[src/rtl/text_pkg.sv]
// text_pkg: shared state encoding, colour constants and attribute layout for the text pixel engine
package text_pkg;

    typedef enum logic [2:0] {
        S_IDLE,
        S_TXT,
        S_FONT,
        S_GLYPH,
        S_SHIFT
    } state_e;

    localparam logic [15:0] AMBER = 16'hFDE0;
    localparam logic [15:0] BLACK = 16'h0000;

    localparam int CODE_LSB = 0;
    localparam int FG_LSB   = 8;
    localparam int BG_LSB   = 12;

    localparam logic [15:0] PALETTE [16] = '{
        16'h0000, 16'h0015, 16'h0540, 16'h0555,
        16'hA800, 16'hA815, 16'hA2A0, 16'hAD55,
        16'h52AA, 16'h52BF, 16'h57EA, 16'h57FF,
        16'hFAAA, 16'hFABF, 16'hFFEA, 16'hFFFF
    };

endpackage

[src/rtl/cell_counters.sv]
// cell_counters: pixel/column/scanline/row walk over the text grid with raster edge flags
module cell_counters #(
    parameter  int COLS   = 80,
    parameter  int ROWS   = 30,
    parameter  int CHAR_W = 8,
    parameter  int CHAR_H = 16,
    localparam int PW     = $clog2(CHAR_W),
    localparam int CW     = $clog2(COLS),
    localparam int SW     = $clog2(CHAR_H),
    localparam int RW     = $clog2(ROWS)
) (
    input  logic          clk,
    input  logic          rst,
    input  logic          clr_i,
    input  logic          adv_i,
    output logic [CW-1:0] col_o,
    output logic [SW-1:0] scan_o,
    output logic [RW-1:0] row_o,
    output logic          first_o,
    output logic          last_px_o,
    output logic          eol_o,
    output logic          eof_o
);

    logic [PW-1:0] px_q, px_d;
    logic [CW-1:0] col_q, col_d;
    logic [SW-1:0] scan_q, scan_d;
    logic [RW-1:0] row_q, row_d;
    logic last_col, last_scan, last_row, step_col, step_scan, step_row;

    assign last_px_o = px_q == PW'(CHAR_W - 1);
    assign last_col  = col_q == CW'(COLS - 1);
    assign last_scan = scan_q == SW'(CHAR_H - 1);
    assign last_row  = row_q == RW'(ROWS - 1);
    assign step_col  = adv_i & last_px_o;
    assign step_scan = step_col & last_col;
    assign step_row  = step_scan & last_scan;

    // Each counter wraps to zero and carries into the next one up; clear parks the walk at cell (0,0)
    always_comb begin
        px_d   = clr_i ? '0 : adv_i ? (last_px_o ? '0 : px_q + 1'b1) : px_q;
        col_d  = clr_i ? '0 : step_col ? (last_col ? '0 : col_q + 1'b1) : col_q;
        scan_d = clr_i ? '0 : step_scan ? (last_scan ? '0 : scan_q + 1'b1) : scan_q;
        row_d  = clr_i ? '0 : step_row ? (last_row ? '0 : row_q + 1'b1) : row_q;
    end

    // Counter registers
    always_ff @(posedge clk) begin
        if (rst) begin
            px_q   <= '0;
            col_q  <= '0;
            scan_q <= '0;
            row_q  <= '0;
        end else begin
            px_q   <= px_d;
            col_q  <= col_d;
            scan_q <= scan_d;
            row_q  <= row_d;
        end
    end

    assign col_o   = col_q;
    assign scan_o  = scan_q;
    assign row_o   = row_q;
    assign first_o = ~|{px_q, col_q, scan_q, row_q};
    assign eol_o   = last_px_o & last_col;
    assign eof_o   = eol_o & last_scan & last_row;

endmodule

[src/rtl/text_pixel_pipeline.sv]
// text_pixel_pipeline: walks the text grid, fetches code/glyph rows and streams RGB565 pixels in raster order
module text_pixel_pipeline
    import text_pkg::*;
#(
    parameter  int COLS         = 80,
    parameter  int ROWS         = 30,
    parameter  int CHAR_W       = 8,
    parameter  int CHAR_H       = 16,
    parameter  int BLINK_FRAMES = 30,
    localparam int CW           = $clog2(COLS),
    localparam int RW           = $clog2(ROWS),
    localparam int SW           = $clog2(CHAR_H),
    localparam int AW           = $clog2(COLS * ROWS),
    localparam int BW           = BLINK_FRAMES > 1 ? $clog2(BLINK_FRAMES) : 1
) (
    input  logic              clk,
    input  logic              rst,
    input  logic              en,
    input  logic              mode,
    input  logic              cursor_en,
    input  logic [CW-1:0]     cursor_col,
    input  logic [RW-1:0]     cursor_row,
    output logic [AW-1:0]     txt_addr,
    input  logic [15:0]       txt_data,
    output logic [8+SW-1:0]   font_addr,
    input  logic [CHAR_W-1:0] font_data,
    output logic              pix_valid,
    input  logic              pix_ready,
    output logic [15:0]       pix_data,
    output logic              pix_sof,
    output logic              pix_eol,
    output logic              pix_eof,
    output logic              busy
);

    state_e state_q, state_d;
    logic              mode_q, cur_en_q, blink_on_q;
    logic [CW-1:0]     cur_col_q, col;
    logic [RW-1:0]     cur_row_q, row;
    logic [SW-1:0]     scan;
    logic [15:0]       attr_q, fg, bg;
    logic [CHAR_W-1:0] shift_q;
    logic [BW-1:0]     blink_cnt_q;
    logic fire, start, first, last_px, eol, eof, inv, blink_wrap;

    cell_counters #(.COLS(COLS), .ROWS(ROWS), .CHAR_W(CHAR_W), .CHAR_H(CHAR_H)) u_cnt (
        .clk       (clk),
        .rst       (rst),
        .clr_i     (state_q == S_IDLE),
        .adv_i     (fire),
        .col_o     (col),
        .scan_o    (scan),
        .row_o     (row),
        .first_o   (first),
        .last_px_o (last_px),
        .eol_o     (eol),
        .eof_o     (eof)
    );

    assign pix_valid  = state_q == S_SHIFT;
    assign busy       = state_q != S_IDLE;
    assign fire       = pix_valid & pix_ready;
    assign start      = en & (state_q == S_IDLE | (fire & eof));
    assign blink_wrap = blink_cnt_q == BW'(BLINK_FRAMES - 1);

    // The font fetch is issued in FONT straight from the RAM output so a cell costs only three fetch cycles
    assign txt_addr  = AW'(row * COLS + col);
    assign font_addr = {state_q == S_FONT ? txt_data[CODE_LSB+:8] : attr_q[CODE_LSB+:8], scan};

    // Colour and cursor come only from registered state, so nothing on the inputs reaches pix_data
    assign fg  = mode_q ? PALETTE[attr_q[FG_LSB+:4]] : AMBER;
    assign bg  = mode_q ? PALETTE[attr_q[BG_LSB+:4]] : BLACK;
    assign inv = cur_en_q & blink_on_q & row == cur_row_q & col == cur_col_q & scan >= SW'(CHAR_H - 2);
    assign pix_data = pix_valid ? ((shift_q[CHAR_W-1] ^ inv) ? fg : bg) : BLACK;
    assign pix_sof  = pix_valid & first;
    assign pix_eol  = pix_valid & eol;
    assign pix_eof  = pix_valid & eof;

    // Next state: fetch three cycles per cell, then shift out one pixel per handshake
    always_comb begin
        state_d = state_q;
        case (state_q)
            S_IDLE:  state_d = en ? S_TXT : S_IDLE;
            S_TXT:   state_d = S_FONT;
            S_FONT:  state_d = S_GLYPH;
            S_GLYPH: state_d = S_SHIFT;
            S_SHIFT: state_d = !(fire && last_px) ? S_SHIFT : (eof && !en) ? S_IDLE : S_TXT;
            default: state_d = S_IDLE;
        endcase
    end

    // State register
    always_ff @(posedge clk) begin
        if (rst) state_q <= S_IDLE;
        else state_q <= state_d;
    end

    // Frame-stable controls, fetched cell data, glyph shifter and blink phase
    always_ff @(posedge clk) begin
        if (rst) begin
            mode_q      <= 1'b0;
            cur_en_q    <= 1'b0;
            cur_col_q   <= '0;
            cur_row_q   <= '0;
            attr_q      <= '0;
            shift_q     <= '0;
            blink_cnt_q <= '0;
            blink_on_q  <= 1'b1;
        end else begin
            if (start) begin
                mode_q    <= mode;
                cur_en_q  <= cursor_en;
                cur_col_q <= cursor_col;
                cur_row_q <= cursor_row;
            end
            if (state_q == S_FONT) attr_q <= txt_data;
            if (state_q == S_GLYPH) shift_q <= font_data;
            else if (fire) shift_q <= shift_q << 1;
            if (fire && eof) begin
                blink_cnt_q <= blink_wrap ? '0 : blink_cnt_q + 1'b1;
                if (blink_wrap) blink_on_q <= ~blink_on_q;
            end
        end
    end

endmodule

[config.mk]
export PLATFORM = sky130hd
export DESIGN_NAME = text_pixel_pipeline
export DESIGN_NICKNAME = d
export VERILOG_FILES = /design/src/rtl/text_pkg.sv /design/src/rtl/cell_counters.sv /design/src/rtl/text_pixel_pipeline.sv
export SDC_FILE = /design/constraint.sdc
export NUM_CORES = 1
export LEC_CHECK = 0
export BUFFER_PORTS_ARGS = -buffer_cell sky130_fd_sc_hd__buf_2
export CORE_UTILIZATION = 30
export CTS_CLUSTER_DIAMETER = 40
export DETAILED_ROUTE_END_ITERATION = 16
export PLACE_DENSITY = 0.49
export REMOVE_ABC_BUFFERS = 1
export SLEW_MARGIN = 10
export SYNTH_ARGS = -nofsm -noshare
export SYNTH_HDL_FRONTEND = slang
export SYNTH_SLANG_ARGS = --single-unit
[constraint.sdc]
create_clock -name clk -period 4.8 [get_ports clk]
set_input_delay 0.96 -clock clk [delete_from_list [all_inputs] [get_ports clk]]
set_output_delay 0.96 -clock clk [all_outputs]
set_load 0.01 [all_outputs]
Yosys cells after proc, flatten, opt, wreduce, memory -nomap -nowiden
Memories as Yosys holds them, arrays and structs flattened.
Cells that the tools add are included.
{ "totals": {"wordCells": 88, "ram_bits": 0, "register_bits": 66, "output_inout_bits": 45, "latchBits": 0, "romBits": 512, "mem_count": 2, "input_bits": 42} }
{ "mem_list": {"columns": ["name", "words", "word_bits", "rd", "rd_ports_with_merged_regs", "write_ports", "line", "text"], "rows": [
  ["(no name shown)", 16, 16, 1, 0, 0, "text_pixel_pipeline.sv:72", "assign bg = mode_q ? PALETTE[attr_q[BG_LSB+:4]] : BLACK;"],
  ["(no name shown)", 16, 16, 1, 0, 0, "text_pixel_pipeline.sv:71", "assign fg = mode_q ? PALETTE[attr_q[FG_LSB+:4]] : AMBER;"]
]} }
{ "classes": {"n_lt_le_gt_ge": 3, "n_bitwise": 21, "mul": 1, "shifts": 0, "div_mod_pow": 0, "n_addsub": 6, "reduce_logical": 11, "eq_ne": 11, "n_mux": 20} }
{ "ops": {"columns": ["cell", "n"], "rows": [
  ["$mux W16", 8],
  ["$mux W8", 3],
  ["$reduce_or A19 Y1", 1],
  ["$and A1 B1 Y1", 16],
  ["$pmux W3 S5", 1],
  ["$add A12 B7 Y12", 1],
  ["$add A5 B1 Y5 const B", 2],
  ["$eq A5 B5 Y1 const B", 2],
  ["$ge A5 B5 Y1 const B", 2],
  ["$mux W5", 2],
  ["$not A4 Y5", 2],
  ["$mul A5 B3 Y8 const B", 1],
  ["$add A7 B1 Y7 const B", 1],
  ["$eq A7 B7 Y1", 1],
  ["$eq A7 B7 Y1 const B", 1],
  ["$mux W7", 1],
  ["$eq A3 B2 Y1 const B", 2],
  ["$eq A3 B3 Y1 const B", 2],
  ["$mux W3", 2],
  ["$eq A5 B5 Y1", 1],
  ["$add A4 B1 Y4 const B", 1],
  ["$eq A4 B4 Y1 const B", 1],
  ["$ge A4 B4 Y1 const B", 1],
  ["$mux W4", 1],
  ["13 further kinds", 17]
]} }

Longest topological paths before layout
{ "logic_depth": {"word_depth": 8, "ltp_mapped": 10, "depth_no_buf": 8} }

By module
From an unflattened synthesis, not the netlist that was laid out.
{ "hier_totals": {"hier_cells": 508, "hier_area_um2": 3947.5} }
{ "modules_own_cells": {"columns": ["mod", "area_each_um2", "seq_area_each_um2", "instances", "cells_each"], "rows": [
  ["text_pixel_pipeline", 2882.8, 940.9, 1, 378],
  ["cell_counters", 1064.8, 380.4, 1, 130]
]} }

Worst setup path after synthesis
OpenSTA, ideal clock, no wires.
{ "synth_path": {"kind": "reg-to-output", "from": "reg u_cnt.scan_q[1], in the netlist u_cnt.scan_o[1]", "to": "out pix_data[10]", "required_time_ps": 3840, "path_stages_with_launch": 9, "path_buffers": 2, "path_slack_ps": 1752, "arrival_ps": 2088, "path_cell_list": "dfxtp_1 ha_1 o2111ai_1 nor4_1 xnor2_1 buf_2 nand4_1 a21oi_1 buf_4"} }
{ "synth_via": {"elab_chain_len": 5} }
{ "synth_lines": {"columns": ["item", "line", "text"], "rows": [
  ["from (decl)", "cell_counters.sv:27", "logic [SW-1:0] scan_q, scan_d;"],
  ["from (signal assigned)", "cell_counters.sv:57", "scan_q <= scan_d;"],
  ["$ge A4 B4 Y1", "text_pixel_pipeline.sv:73", "assign inv = cur_en_q & blink_on_q & row == cur_row_q & col == cur_col_q & scan >= SW'(CHAR_H - 2);"],
  ["$and A1 B1 Y1", "text_pixel_pipeline.sv:73", null],
  ["$xor A1 B1 Y1", "text_pixel_pipeline.sv:74", "assign pix_data = pix_valid ? ((shift_q[CHAR_W-1] ^ inv) ? fg : bg) : BLACK;"],
  ["$mux W16 (2 in a row)", "text_pixel_pipeline.sv:74", null],
  ["to (decl)", "text_pixel_pipeline.sv:29", "output logic [15:0] pix_data,"]
]} }
Every way passes these cells.

Worst setup path after layout
{ "layout_path": {"from": "reg u_cnt.scan_q[0], in the netlist u_cnt.scan_o[0]", "to": "out pix_data[11]"} }
Same word-level chain as after synthesis.

==> results.json <==
{
  "crit_path_max_incr_delay_ns": 0.89,
  "synth_async_sr_flop_share_pct": 0,
  "min_path_type": "reg -> reg",
  "track_usage_pct": 14.23,
  "io_pins": 87,
  "synth_sequential_area_ratio_pct": 35.51,
  "power_mw": 1.422,
  "die_footprint_mm2": 0.01285,
  "synth_largest_area_cell": "sky130_fd_sc_hd__dfxtp_1",
  "maxSlewViolCount": 0,
  "timing.rr.start": "state_q[0]",
  "crit_arrival_ns": 2.93,
  "final.hold.worst_slack_ns": 0.4663,
  "cts.sinks": 66,
  "timing.reg2reg.worst_path_depth": 8,
  "timing.critical_path.buf_inv": 2,
  "cts-root-to-sink-buffers": 2,
  "wl_per_cell_um": 13.01,
  "finalWorstPathRequiredPeriod_ns": 3.887,
  "cts-buffers-inserted": 9,
  "setup-tns-final_ns": 0,
  "avgViaCountPerCell": 4.732,
  "clk_latency_worst_skew_pair_ns": 0.33,
  "setup.worst_path.start_class": "flop",
  "avgSynthCellArea_um2": 8.125,
  "dieWidth_um": 113.4,
  "postLayoutCoreUtil_pct": 37.04,
  "cell_occurring_most_often_along_the_worst_timing_path": "sky130_fd_sc_hd__o2111ai_1",
  "hold_path_startpoint": "attr_q[1]",
  "dp_hpwl_mm": 6.550,
  "critical_path.cell_chain": "inv_1 -> ha_1 -> o2111ai_1 -> nor4_1 -> xnor2_1 -> o2111ai_1 -> a21oi_1 -> buf_2",
  "synth_top_flop_cell": "sky130_fd_sc_hd__dfxtp_1",
  "gpl.final_weighted_congestion": 0.7544,
  "timing.critical_path.to_type": "output port",
  "cp_launch_point": "u_cnt.scan_o[0]",
  "drt_first_iter_violations": 129,
  "area.growth.synth_to_final_pct": 20.07,
  "number_of_flops_mapped_to_enable_cells_by_yosys": 0,
  "postSynthRegisterBits": 66,
  "r2r_setup_slk_ns": 2.21,
  "final-setup-viol-count": 0,
  "die_height_um": 113.4,
  "cp.depth": 8,
  "start_util_pct": 30.85,
  "tritoncts": "built",
  "timing.final.crit_share_pct": 80.98,
  "drt_pre_antenna_iters": 4,
  "pwr_density_cell_mw_per_mm2": 318.2,
  "route.final.wire_length_mm": 9.013,
  "clk_transition_reported_paths_ns": 0.05,
  "maxSlewHeadroom_pct": 24.41,
  "critPathMaxFanout": 13,
  "yosys_warnings": 0,
  "grt_start_max_net_pins": 49,
  "crit_path_top_delay_cell": "sky130_fd_sc_hd__xnor2_1",
  "synth.top_cell.area_share_pct": 35.51,
  "cts-hold-fix-buffers": 0,
  "run_status": "finished clean",
  "netlist-cell-type-count": 49,
  "fraction_of_final_layout_cells_with_drive_strength_greater_than_1_pct": 21.33,
  "detailroute.via_count": 3279,
  "post_synth_instance_area_mm2": 0.003721,
  "count_of_nets_after_finishing": 586,
  "antenna_violations_before_repair": 0,
  "skew_ns": 0.007677,
  "cap_viol_max_count": 0,
  "crit_family": "XOR/XNOR gates",
  "first_pass_grt_wire_length_mm": 14.23,
  "criticalPathCategory": "reg -> out",
  "layout_common_cells": "sky130_fd_sc_hd__buf_2 (86), sky130_fd_sc_hd__nand2_1 (71), sky130_fd_sc_hd__dfxtp_1 (66), sky130_fd_sc_hd__nor2_1 (49), sky130_fd_sc_hd__a21oi_1 (40)",
  "hold_viol_final": 0,
  "post_synth_main_area_contributors": "sky130_fd_sc_hd__dfxtp_1 (36%), sky130_fd_sc_hd__nand2_1 (7.2%), sky130_fd_sc_hd__ha_1 (7.1%)",
  "cts_setup_buffers": 0,
  "number_of_diodes_added_for_antenna_fixing": 0,
  "peakVddDrop_mv": 0.1240,
  "setup_repair_after_global_routing_missed_its_margin": "no",
  "critical_path_required_ns": 3.84,
  "globalRouteOverflowTotal": 0,
  "drt_drc_violations_left": 0,
  "io_buffer_count": 86,
  "via_count_of_the_first_global_routing_pass": 2881,
  "drt.antenna.violating_nets": 0,
  "final_common_cell": "sky130_fd_sc_hd__buf_2",
  "achievable-frequency_mhz": 257.3,
  "critical_path.reg2reg.endpoint": "cur_col_q[3]",
  "p_leak_nw": 1.917,
  "placeableCoreArea_mm2": 0.01206,
  "post_synth_inst_count": 458,
  "postCtsResizedCells": 0,
  "ctsRootBufferMaster": "sky130_fd_sc_hd__clkbuf_16",
  "htreeDepth": 3,
  "crit_end": "pix_data[11]",
  "worst_pin_slew_ns": 1.126,
  "rows": 40
}
layout make-up:
cell class / count / area, um2
fillers: 1284 / 7594
multi-input cells: 339 / 2126
flip-flops and latches: 66 / 1321
repair buffers: 87 / 437.9
clock buffers: 13 / 270.3
well taps: 168 / 210.2
inverters: 18 / 67.56
clock inverters: 2 / 35.03
state kept, by name, summed over array words and instances (netlist names):
register	flops
cur_col_q	7
cur_en_q	1
attr_q	16
state_q	3
cur_row_q	5
u_cnt.scan_o	4
u_cnt.px_q	3
blink_on_q	1
mode_q	1
blink_cnt_q	5
u_cnt.col_o	7
shift_q	8
u_cnt.row_o	5
logic make-up (layout without fill, tap and decap cells):
| logic type | Yosys count | count (layout) | synth area share [%] |
|---|---|---|---|
| xor gates and xnor gates | 28 | 28 | 6.590 |
| DFF | 66 | 66 | 35.51 |
| AOI/OAI and AO/OA | 75 | 75 | 12.41 |
| buffers and inverters | 53 | 120 | 7.364 |
| and+or+nand+nor | 195 | 195 | 25.15 |
| adders and majority gates | 23 | 23 | 8.137 |
| muxes | 18 | 18 | 4.842 |
tightest hold or removal path: stages, from the launching register on:
cell,delay (ns)
sky130_fd_sc_hd__dfxtp_1,0.29
sky130_fd_sc_hd__nand2_1,0.06
sky130_fd_sc_hd__a21oi_1,0.06
cell usage after synthesis, types with 2 or more instances:
library cell,instances
sky130_fd_sc_hd__a211oi_1,3
sky130_fd_sc_hd__xnor2_1,23
sky130_fd_sc_hd__buf_2,6
sky130_fd_sc_hd__a21o_1,4
sky130_fd_sc_hd__a21oi_1,40
sky130_fd_sc_hd__buf_4,12
sky130_fd_sc_hd__nor2b_1,4
sky130_fd_sc_hd__and2_1,4
sky130_fd_sc_hd__and3_1,5
sky130_fd_sc_hd__o22ai_1,2
sky130_fd_sc_hd__fa_1,2
sky130_fd_sc_hd__a311oi_1,8
sky130_fd_sc_hd__inv_1,17
sky130_fd_sc_hd__nand2b_1,4
sky130_fd_sc_hd__buf_6,3
sky130_fd_sc_hd__dfxtp_1,66
sky130_fd_sc_hd__nor3b_1,3
sky130_fd_sc_hd__nor3_1,12
sky130_fd_sc_hd__or3_1,5
sky130_fd_sc_hd__o31ai_1,2
sky130_fd_sc_hd__nor4_1,4
sky130_fd_sc_hd__nor2_1,49
sky130_fd_sc_hd__nand2_1,71
sky130_fd_sc_hd__xor2_1,5
sky130_fd_sc_hd__ha_1,21
sky130_fd_sc_hd__clkbuf_1,13
sky130_fd_sc_hd__mux2i_1,18
sky130_fd_sc_hd__nand3_1,14
sky130_fd_sc_hd__o21ai_0,10
sky130_fd_sc_hd__or4_1,3
sky130_fd_sc_hd__o2111ai_1,2
sky130_fd_sc_hd__nand4_1,6
worst min path at each step:
stage	to	slack [ns]	depth (start not counted)
2_1_floorplan	attr_q[0]	0.44	2
4_1_cts	attr_q[0]	0.47	2
5_1_grt	attr_q[2]	0.48	2
6_report	attr_q[1]	0.47	2
3_5_place_dp	attr_q[0]	0.46	2
3_3_place_gp	attr_q[0]	0.45	2
report_power, final:
| group | total, mW | internal, mW | switching [mW] | leakage, nW |
|---|---|---|---|---|
| Clock | 0.668 | 0.441 | 0.227 | 0.152 |
| Combinational | 0.156 | 0.0667 | 0.0896 | 1.23 |
| Sequential | 0.598 | 0.576 | 0.0223 | 0.536 |
| Total | 1.42 | 1.08 | 0.339 | 1.92 |
routing by layer:
| metal | up-vias | track usage (%) | wire (um) |
|---|---|---|---|
| met5 | - | 0 | 0 |
| met4 | 0 | 4.035 | 70 |
| met3 | 7 | 4.145 | 484 |
| met2 | 66 | 22.70 | 4180 |
| met1 | 1528 | 18.69 | 4277 |
| li1 | 1678 | - | - |
through the flow:
stage          std cells  area, um2  setup WS (ns)
3_5_place_dp         678       4163          1.242
5_1_grt              693       4468         0.6072
6_report             693       4468         0.9131
4_1_cts              693       4468         0.8741
2_1_floorplan        423       3515          1.520
3_3_place_gp         678       4163          1.359
(Power assumes the default switching activity.)
